`config.mk`:
```
export PLATFORM = sky130hd
export DESIGN_NAME = rv32i_control_fsm_flat
export DESIGN_NICKNAME = d
export VERILOG_FILES = /design/src/rtl/rv32i_control_fsm_pkg.sv /design/src/rtl/rv32i_control_fsm_if.sv /design/src/rtl/rv32i_control_fsm_pc_unit.sv /design/src/rtl/rv32i_control_fsm.sv /design/src/flat_wrapper.sv
export SDC_FILE = /design/constraint.sdc
export NUM_CORES = 1
export LEC_CHECK = 0
export ABC_AREA = 1
export CAP_MARGIN = 20
export CORE_UTILIZATION = 48
export CTS_CLUSTER_SIZE = 12
export DETAILED_ROUTE_END_ITERATION = 7
export MAX_ROUTING_LAYER = met4
export PLACE_DENSITY = 0.88
export SYNTH_ARGS = -nofsm -noshare
export SYNTH_HDL_FRONTEND = slang
export SYNTH_HIERARCHICAL = 1
export SYNTH_SLANG_ARGS = --single-unit
```
`constraint.sdc`:
```
create_clock -name clk -period 3.4 [get_ports clk]
set_input_delay 0.51 -clock clk [delete_from_list [all_inputs] [get_ports clk]]
set_output_delay 0.51 -clock clk [all_outputs]
set_load 0.01 [all_outputs]
```
`src/rtl/rv32i_control_fsm_pkg.sv`:
```
// Shared constants and types for the multi-cycle RV32I sequencer.
package rv32i_pkg;

   localparam logic [31:0] RESET_PC_DEFAULT = 32'h0000_0000;

   // Major opcodes (instr[6:0]) recognised by the decoder
   localparam logic [6:0] OPC_LUI    = 7'b0110111;
   localparam logic [6:0] OPC_AUIPC  = 7'b0010111;
   localparam logic [6:0] OPC_JAL    = 7'b1101111;
   localparam logic [6:0] OPC_JALR   = 7'b1100111;
   localparam logic [6:0] OPC_BRANCH = 7'b1100011;
   localparam logic [6:0] OPC_LOAD   = 7'b0000011;
   localparam logic [6:0] OPC_STORE  = 7'b0100011;
   localparam logic [6:0] OPC_OP_IMM = 7'b0010011;
   localparam logic [6:0] OPC_OP     = 7'b0110011;
   localparam logic [6:0] OPC_FENCE  = 7'b0001111;

   // Bit positions inside the one-hot dec_class vector
   localparam int unsigned CLS_BRANCH = 0;
   localparam int unsigned CLS_JALR   = 1;
   localparam int unsigned CLS_JAL    = 2;
   localparam int unsigned CLS_LUI    = 3;
   localparam int unsigned CLS_AUIPC  = 4;
   localparam int unsigned CLS_OP_IMM = 5;
   localparam int unsigned CLS_OP     = 6;
   localparam int unsigned CLS_LOAD   = 7;
   localparam int unsigned CLS_STORE  = 8;
   localparam int unsigned CLS_FENCE  = 9;
   localparam int unsigned CLS_W      = 10;

   typedef enum logic [2:0] {
      S_FETCH  = 3'd0,
      S_DECODE = 3'd1,
      S_EXEC   = 3'd2,
      S_MEM    = 3'd3,
      S_WB     = 3'd4,
      S_HALT   = 3'd5
   } state_e;

   typedef enum logic [1:0] {
      WB_ALU  = 2'd0,
      WB_LOAD = 2'd1,
      WB_PC4  = 2'd2
   } wb_sel_e;

   function automatic logic is_onehot(input logic [CLS_W-1:0] v);
      return (v != '0) && ((v & (v - 10'd1)) == '0);
   endfunction

endpackage

```
`src/rtl/rv32i_control_fsm_if.sv`:
```
// Instruction and data memory handshake bundle.
interface rv32i_control_fsm_if;
   logic        imem_req;
   logic [31:0] imem_addr;
   logic        imem_ack;
   logic [31:0] imem_rdata;
   logic        dmem_req;
   logic        dmem_we;
   logic        dmem_ack;

   modport master (
      output imem_req, imem_addr, dmem_req, dmem_we,
      input  imem_ack, imem_rdata, dmem_ack
   );

   modport slave (
      input  imem_req, imem_addr, dmem_req, dmem_we,
      output imem_ack, imem_rdata, dmem_ack
   );
endinterface

```
`src/rtl/rv32i_control_fsm_pc_unit.sv`:
```
// PC register with pc+4 / target mux and next-PC alignment check.
module rv32i_pc_unit
   import rv32i_pkg::*;
#(
   parameter logic [31:0] RESET_PC = RESET_PC_DEFAULT
) (
   input  logic        clk,
   input  logic        rst_n,
   input  logic        upd,
   input  logic        sel_target,
   input  logic [31:0] target_addr,
   output logic [31:0] pc,
   output logic        fault
);

   logic [31:0] pc_q, pc_d, pc_next;

   // Select next PC, flag misalignment, and only commit aligned values
   always_comb begin
      pc_next = sel_target ? target_addr : pc_q + 32'd4;
      fault   = |pc_next[1:0];
      pc_d    = pc_q;
      if (upd && !fault) pc_d = pc_next;
   end

   // PC register
   always_ff @(posedge clk or negedge rst_n) begin
      if (!rst_n) pc_q <= RESET_PC;
      else        pc_q <= pc_d;
   end

   assign pc = pc_q;

endmodule

```
`src/rtl/rv32i_control_fsm.sv`:
```
// Multi-cycle fetch/decode/exec/mem/wb sequencer for the minimal RV32I core.
module rv32i_control_fsm
   import rv32i_pkg::*;
#(
   parameter logic [31:0] RESET_PC = RESET_PC_DEFAULT
) (
   input  logic                 clk,
   input  logic                 rst_n,
   rv32i_control_fsm_if.master  bus,
   output logic [31:0]          instr,
   input  logic [CLS_W-1:0]     dec_class,
   input  logic                 branch_taken,
   input  logic [31:0]          target_addr,
   output logic                 rf_we,
   output logic [1:0]           wb_sel,
   output logic [31:0]          pc,
   output logic                 trap,
   output logic [2:0]           state
);

   state_e            state_q, state_d;
   logic [31:0]       instr_q, instr_d;
   logic [CLS_W-1:0]  cls_q, cls_d;
   logic              trap_q, trap_d;
   logic              pc_upd, pc_sel_tgt, pc_fault, is_jump;
   wb_sel_e           wb_sel_e_v;

   rv32i_pc_unit #(.RESET_PC(RESET_PC)) u_pc (
      .clk         (clk),
      .rst_n       (rst_n),
      .upd         (pc_upd),
      .sel_target  (pc_sel_tgt),
      .target_addr (target_addr),
      .pc          (pc),
      .fault       (pc_fault)
   );

   assign is_jump = cls_q[CLS_JAL] | cls_q[CLS_JALR];

   // State, instruction register, latched class and sticky trap
   always_ff @(posedge clk or negedge rst_n) begin
      if (!rst_n) begin
         state_q <= S_FETCH;
         instr_q <= '0;
         cls_q   <= '0;
         trap_q  <= 1'b0;
      end else begin
         state_q <= state_d;
         instr_q <= instr_d;
         cls_q   <= cls_d;
         trap_q  <= trap_d;
      end
   end

   // PC update request and source select; in EXEC a jump only probes its
   // target so a misaligned target halts before any register write
   always_comb begin
      pc_upd     = 1'b0;
      pc_sel_tgt = 1'b0;
      case (state_q)
         S_EXEC: begin
            if (cls_q[CLS_BRANCH]) begin
               pc_upd     = 1'b1;
               pc_sel_tgt = branch_taken;
            end else if (cls_q[CLS_FENCE]) begin
               pc_upd = 1'b1;
            end else if (is_jump) begin
               pc_sel_tgt = 1'b1;
            end
         end
         S_MEM:   pc_upd = bus.dmem_ack && cls_q[CLS_STORE];
         S_WB: begin
            pc_upd     = 1'b1;
            pc_sel_tgt = is_jump;
         end
         default: ;
      endcase
   end

   // Next-state, instruction capture and trap logic
   always_comb begin
      state_d = state_q;
      instr_d = instr_q;
      cls_d   = cls_q;
      case (state_q)
         S_FETCH: begin
            if (bus.imem_ack) begin
               instr_d = bus.imem_rdata;
               state_d = S_DECODE;
            end
         end
         S_DECODE: begin
            cls_d   = dec_class;
            state_d = is_onehot(dec_class) ? S_EXEC : S_HALT;
         end
         S_EXEC: begin
            if (cls_q[CLS_LOAD] || cls_q[CLS_STORE])   state_d = S_MEM;
            else if (cls_q[CLS_BRANCH])                state_d = pc_fault ? S_HALT : S_FETCH;
            else if (cls_q[CLS_FENCE])                 state_d = S_FETCH;
            else if (is_jump)                          state_d = pc_fault ? S_HALT : S_WB;
            else                                       state_d = S_WB;
         end
         S_MEM: begin
            if (bus.dmem_ack) state_d = cls_q[CLS_STORE] ? S_FETCH : S_WB;
         end
         S_WB:    state_d = pc_fault ? S_HALT : S_FETCH;
         S_HALT:  state_d = S_HALT;
         default: state_d = S_HALT;
      endcase
      trap_d = trap_q | (state_d == S_HALT);
   end

   // Outputs decoded from registered state; imem_req is also gated by
   // rst_n so an in-flight fetch request drops as soon as reset asserts
   always_comb begin
      bus.imem_req  = rst_n && (state_q == S_FETCH);
      bus.imem_addr = pc;
      bus.dmem_req  = (state_q == S_MEM);
      bus.dmem_we   = (state_q == S_MEM) && cls_q[CLS_STORE];
      rf_we         = (state_q == S_WB);
      if (cls_q[CLS_LOAD]) wb_sel_e_v = WB_LOAD;
      else if (is_jump)    wb_sel_e_v = WB_PC4;
      else                 wb_sel_e_v = WB_ALU;
      wb_sel        = wb_sel_e_v;
      instr         = instr_q;
      trap          = trap_q;
      state         = state_q;
   end

endmodule

```
`src/flat_wrapper.sv`:
```
// flat-port wrapper written by rule: the top's interface ports become plain ports
module rv32i_control_fsm_flat import rv32i_pkg::*;
#(
   parameter logic [31:0] RESET_PC = RESET_PC_DEFAULT
)
  (clk, rst_n, instr, dec_class, branch_taken, target_addr, rf_we, wb_sel, pc, trap, state, bus_imem_req, bus_imem_addr, bus_dmem_req, bus_dmem_we, bus_imem_ack, bus_imem_rdata, bus_dmem_ack);
  rv32i_control_fsm_if bus_i ();
  input  logic clk;
  input  logic rst_n;
  output logic [31:0] instr;
  input  logic [CLS_W-1:0] dec_class;
  input  logic branch_taken;
  input  logic [31:0] target_addr;
  output logic rf_we;
  output logic [1:0] wb_sel;
  output logic [31:0] pc;
  output logic trap;
  output logic [2:0] state;
  output wire logic [$bits(bus_i.imem_req)-1:0] bus_imem_req;
  output wire logic [$bits(bus_i.imem_addr)-1:0] bus_imem_addr;
  output wire logic [$bits(bus_i.dmem_req)-1:0] bus_dmem_req;
  output wire logic [$bits(bus_i.dmem_we)-1:0] bus_dmem_we;
  input wire logic [$bits(bus_i.imem_ack)-1:0] bus_imem_ack;
  input wire logic [$bits(bus_i.imem_rdata)-1:0] bus_imem_rdata;
  input wire logic [$bits(bus_i.dmem_ack)-1:0] bus_dmem_ack;
  assign bus_imem_req = bus_i.imem_req;
  assign bus_imem_addr = bus_i.imem_addr;
  assign bus_dmem_req = bus_i.dmem_req;
  assign bus_dmem_we = bus_i.dmem_we;
  assign bus_i.imem_ack = bus_imem_ack;
  assign bus_i.imem_rdata = bus_imem_rdata;
  assign bus_i.dmem_ack = bus_dmem_ack;
  rv32i_control_fsm #(.RESET_PC(RESET_PC)) u_core (.clk(clk), .rst_n(rst_n), .bus(bus_i), .instr(instr), .dec_class(dec_class), .branch_taken(branch_taken), .target_addr(target_addr), .rf_we(rf_we), .wb_sel(wb_sel), .pc(pc), .trap(trap), .state(state));
endmodule
```
==> Word level (Yosys, flattened, before mapping) <==
Cells that the tools add are included.
W data, S select, Z words.
{ "totals": {"register_bits": 78, "in_bits": 79, "wordCells": 48, "output_inout_bits": 106} }
{ "classes": {"n_mux": 21, "eq_ne": 5, "n_bitwise": 3, "addsub": 2, "reduce_logical": 12} }
{ "op_table": {"columns": ["op", "count"], "rows": [
  ["$add A32 B3 Y32 const B", 1],
  ["$mux W32", 1],
  ["$mux W3", 9],
  ["$pmux W3 S5", 1],
  ["$and A10 B10 Y10", 1],
  ["$logic_not A10 Y1", 1],
  ["$reduce_bool A10 Y1", 1],
  ["$sub A10 B1 Y10 const B", 1],
  ["$eq A3 B2 Y1 const B", 2],
  ["$eq A3 B3 Y1 const B", 2],
  ["$mux W1", 6],
  ["$logic_and A1 B1 Y1", 5],
  ["$mux W2", 2],
  ["$eq A3 B1 Y1 const B", 1],
  ["$logic_not A3 Y1", 1],
  ["$pmux W1 S3", 1],
  ["$or A1 B1 Y1", 2],
  ["$pmux W1 S2", 1],
  ["$reduce_and A2 Y1", 1],
  ["$reduce_or A2 Y1", 1],
  ["$logic_not A1 Y1", 1],
  ["$logic_or A1 B1 Y1", 1]
]} }

==> Logic depth before layout (Yosys ltp) <==
{ "logic_depth": {"depth_word": 15, "ltp_mapped": 15, "ltp_nobuf": 15} }

==> Cells and area by module <==
The synthesis kept the hierarchy.
{ "modules_own_cells": {"columns": ["module", "area_each_um2", "seq_area_each_um2", "instances", "cells_each"], "rows": [
  ["rv32i_pc_unit", 2332.2, 800.8, 1, 387],
  ["rv32i_control_fsm", 2265.9, 1051.0, 1, 209]
]} }

==> Worst setup path after synthesis <==
Ideal clock, no wire load.
{ "synth_timing": {"kind": "reg2reg", "startpoint": "register u_core.state_q[0], in the netlist u_core/state[0]", "endpoint": "register u_core.trap_q, in the netlist u_core/trap", "period_less_slack_ps": 2053, "setup_slack_ps": 1347, "stages_incl_launch_ff": 13, "n_path_buf": 0, "arrival_time_ps": 1922, "setup_ps": 132, "required_time_ps": 3268, "path_cell_list": "dfrtp_1 -> nor2_4 -> nand2_1 -> o22ai_1 -> inv_2 -> nor2_1 -> nand2_1 -> nand2_1 -> inv_1 -> o31ai_1 -> o21ai_1 -> nor2_1 -> o211ai_1"} }
{ "synth_between": {"elab_chain_len": 12, "word_cells_on_any_way": 19, "cone_classes": "5 x eq/ne; 11 x mux; 1 x bitwise; 2 x reduce/logical"} }
{ "synth_rtl": {"columns": ["item", "line", "rtl"], "rows": [
  ["from (decl)", "rv32i_control_fsm.sv:21", "state_e state_q, state_d;"],
  ["from (signal assigned)", "rv32i_control_fsm.sv:48", "state_q <= state_d;"],
  ["$eq A3 B3 Y1 or $eq A3 B2 Y1 (tied branches)", "rv32i_control_fsm.sv:60", "case (state_q)"],
  ["$pmux W1 S2 *", "rv32i_control_fsm.sv:60", null],
  ["via u_core.pc_sel_tgt", "rv32i_control_fsm.sv:25", "logic pc_upd, pc_sel_tgt, pc_fault, is_jump;"],
  ["$mux W32 *", "rv32i_control_fsm_pc_unit.sv:20", "pc_next = sel_target ? target_addr : pc_q + 32'd4;"],
  ["$reduce_or A2 Y1 *", "rv32i_control_fsm_pc_unit.sv:21", "fault = |pc_next[1:0];"],
  ["via u_core.pc_fault", "rv32i_control_fsm.sv:25", null],
  ["$mux W1", "rv32i_control_fsm.sv:100", "else if (is_jump) state_d = pc_fault ? S_HALT : S_WB;"],
  ["$mux W3", "rv32i_control_fsm.sv:100", null],
  ["$mux W3", "rv32i_control_fsm.sv:99", "else if (cls_q[CLS_FENCE]) state_d = S_FETCH;"],
  ["$mux W3", "rv32i_control_fsm.sv:98", "else if (cls_q[CLS_BRANCH]) state_d = pc_fault ? S_HALT : S_FETCH;"],
  ["$mux W3", "rv32i_control_fsm.sv:97", "if (cls_q[CLS_LOAD] || cls_q[CLS_STORE]) state_d = S_MEM;"],
  ["$pmux W3 S5 *", "rv32i_control_fsm.sv:85", "case (state_q)"],
  ["$eq A3 B3 Y1 *", "rv32i_control_fsm.sv:110", "trap_d = trap_q | (state_d == S_HALT);"],
  ["$or A1 B1 Y1 *", "rv32i_control_fsm.sv:110", null],
  ["via u_core.trap_d", "rv32i_control_fsm.sv:24", "logic trap_q, trap_d;"],
  ["to (signal assigned)", "rv32i_control_fsm.sv:51", "trap_q <= trap_d;"],
  ["to (decl)", "rv32i_control_fsm.sv:24", null]
]} }
Mark *: on every way through the listed nets, which the timed path passes. The rest lies on a longest branch.
A chain may end at the register's enable or synchronous reset.

==> Worst setup path after layout <==
{ "layout_timing": {"startpoint": "register u_core.state_q[2], in the netlist u_core/state[2]", "endpoint": "register u_core.u_pc.pc_q[7], in the netlist u_core/u_pc/pc[7]"} }
{ "layout_between": {"elab_chain_len": 6, "word_cells_on_any_way": 9, "cone_classes": "3 x eq/ne; 3 x mux; 3 x reduce/logical"} }
{ "layout_rtl": {"columns": ["item", "line", "rtl"], "rows": [
  ["$eq A3 B3 Y1 or $eq A3 B2 Y1 (tied branches)", "rv32i_control_fsm.sv:60", null],
  ["$pmux W1 S2 *", "rv32i_control_fsm.sv:60", null],
  ["via u_core.pc_sel_tgt", "rv32i_control_fsm.sv:25", null],
  ["$mux W32 *", "rv32i_control_fsm_pc_unit.sv:20", null],
  ["$reduce_or A2 Y1", "rv32i_control_fsm_pc_unit.sv:21", null],
  ["$logic_not A1 Y1", "rv32i_control_fsm_pc_unit.sv:23", "if (upd && !fault) pc_d = pc_next;"],
  ["$logic_and A1 B1 Y1", "rv32i_control_fsm_pc_unit.sv:23", null],
  ["to (signal assigned)", "rv32i_control_fsm_pc_unit.sv:29", "else pc_q <= pc_d;"],
  ["to (decl)", "rv32i_control_fsm_pc_unit.sv:16", "logic [31:0] pc_q, pc_d, pc_next;"]
]} }
Marks and branches as above.

==> flow_summary.json <==
{
  "portBuffers": 184,
  "synth.most_common_cell": "nand2_1",
  "fmax_mhz": 393,
  "drtIter0Drc": 251,
  "place.gp.congestion": 0.904,
  "crit_fanout": 41,
  "multi_input_area_um2": 2210,
  "area_growth_pct": 41.6,
  "max_slew_margin_pct": 38.1,
  "synth_cell_types": 34,
  "async_reset_ff_share_pct": 100,
  "post_cts_buffers": 0,
  "tns_ns": 0,
  "synth_commonest_cells": "166 x nand2_1, 92 x nor2_1, 74 x dfrtp_1",
  "worst_ep_arrival_time_ns": 2.75,
  "synth-main-ff-cell": "dfrtp_1",
  "layout_worst_path_cycle_share_pct": 74.8,
  "synth_edf_count": 0,
  "crit_required_ns": 3.61,
  "clock_tree.root_cell": "clkbuf_8",
  "overflow": 0,
  "cts_hold_buf": 0,
  "grt_pass1_vias": 4579,
  "clockBufferDepth": 2,
  "drtAntennaViolNets": 0,
  "status": "completed",
  "setup_viol": 0,
  "cp-end-kind": "flop",
  "p_per_area_nw_per_um2": 876,
  "ir_drop_uv": 525,
  "crit_slowest_cell": "dfrtp_1",
  "totalWireLength_um": 13100,
  "stdcell_area_um2": 6510,
  "post-route-drc-count": 0,
  "fin_nets": 827,
  "crit_path_max_incr_delay_ns": 0.46,
  "grt_max_degree": 75,
  "synth_area_um2": 4600,
  "nFillCells": 663,
  "cts_resized": 0,
  "ys_ff_latch": 74,
  "post_dp_cell_area_um2": 6290,
  "antenna_cells": 0,
  "p_leak_uw": 0.00296,
  "die-area_um2": 9980,
  "synth_area_leaders": "dfrtp_1 40%, nand2_1 14%, mux2_4 9.8%",
  "track_usage_pct": 27.3,
  "skew_ns": 0.0177,
  "die-height_um": 99.9,
  "antenna_found_initial": 0,
  "crit_path_start_kind": "flop",
  "cts_max_level": 3,
  "yosysSeqAreaShare_pct": 40.3,
  "die_w_um": 99.9,
  "ys_warn_count": 6,
  "drive_gt1_share_pct": 9.84,
  "synth_cells": 596,
  "min_path_type": "in -> async",
  "dr.pass1.iters": 6,
  "regArea_um2": 1850,
  "num_rows": 35,
  "vias": 4571,
  "hold-worst-slack_ns": 0.392,
  "cts.sinks": 74,
  "grt_pass1_wl_um": 20700,
  "drv_slew": 0,
  "cts_tree": "done",
  "finalHoldViolations": 0,
  "synth_largest_area_cell": "dfrtp_1",
  "grt_setup_unrepaired": "no",
  "worst_slew_pin_slew_ns": 0.928,
  "via_per_inst": 5.19,
  "worstSkewPairLatency_ns": 0.34,
  "top_level_ports": 185,
  "start_util_pct": 49.8,
  "crit_type": "reg -> reg",
  "cts.reportedPaths.clkPinSlew_ns": 0.08,
  "core_area_um2": 9240,
  "numCtsBuffers": 9,
  "yosysTopAreaCellShare_pct": 40.3,
  "detail_route.wl_per_cell_um": 14.9,
  "drv_cap": 0,
  "synth.avg_cell_area_um2": 7.72,
  "path_common_cell": "inv_2",
  "worstPathCellList": "inv_2 -> nand3_1 -> o22ai_1 -> buf_4 -> inv_2 -> nand3_1 -> nand2_1 -> nand2_2 -> buf_4 -> inv_2 -> a21oi_1 -> a21oi_1",
  "min_period_ns": 2.54,
  "dp_hpwl_um": 9750,
  "synth_nets": 676
}
==> logic make-up after synthesis <==
family	share of synthesized area [%]
DFF	40.3
buffers and inverters	11.6
adders and majority gates	0.272
muxes	10.3
and+or+nand+nor	29.8
AOI/OAI and AO/OA	7.78
==> worst max-delay path: cells and delay by family, from the launching register on <==
kind            cells  cell delay (ns)
compound gates      3             0.48
buf+inv             5             1.06
flops               1             0.46
simple gates        4             0.39
==> registers in the layout (all words and copies together), names as in the netlist <==
name	cells
u_core/state	3
u_core/u_pc/pc	32
u_core/trap	1
u_core/instr	32
u_core/cls_q	6
==> metrics by stage <==
stage / total power [µW] / util [%] / setup WS, ns / cells
final: 5700 / 70.4 / 0.857 / 881
after floorplan: 3570 / - / 1.35 / 596
after CTS: 5710 / 70.4 / 0.899 / 881
after global placement: 4790 / 68.1 / 0.772 / 865
after detailed placement: 4930 / 68.1 / 0.654 / 865
after global routing: 6090 / 70.4 / 0.697 / 881
==> layout by cell type, fill, tap and decap left out, drive strengths merged, types with 2 or more instances in the layout <==
master         instances
nand2                169
o21bai                 4
and2                   3
o21ai                 24
nor2                 102
a31oi                  3
clkbuf                10
clkinv                 2
dfrtp                 74
mux2                  32
buf                    5
o22ai                  7
nor3                   3
or2                    2
inv                   53
nand3b                 2
a21oi                 23
clkdlybuf4s50        183
bufinv                 2
nand3                 42
==> final timing paths <==
check,from,to,slack (ns),depth (start not counted)
hold reg to reg,u_core/cls_q[9],u_core/cls_q[9],0.51,2
hold / removal,rst_n,u_core/instr[29],0.39,2
setup / recovery,u_core/state[2],u_core/u_pc/pc[7],0.86,12
max in group asynchronous,rst_n,u_core/instr[20],2.39,2
setup reg to reg,u_core/state[2],u_core/u_pc/pc[7],0.86,12
min in group clk,u_core/cls_q[9],u_core/cls_q[9],0.51,2
==> layer usage <==
metal / global-route usage [%] / vias up / routed length, µm
li1: - / 2177 / -
met1: 31.7 / 2124 / 5190
met2: 45.4 / 237 / 6590
met3: 6.06 / 33 / 958
met4: 12.0 / 0 / 372
met5: - / - / 0
==> power breakdown <==
group / switching, µW / total [µW] / internal, µW
logic: 1500 / 3180 / 1680
clock network: 344 / 760 / 417
registers: 469 / 1760 / 1290
total: 2310 / 5700 / 3390
==> final cells by class <==
type / count / area share, %
well taps: 129 / 2.48
flip-flops and latches: 74 / 28.5
repair buffers: 188 / 28.7
multi-input cells: 422 / 34.0
clock buffers: 10 / 1.96
clock inverters: 6 / 1.38
inverters: 52 / 3.00
No activity file was read; power rests on OpenSTA's default activity.
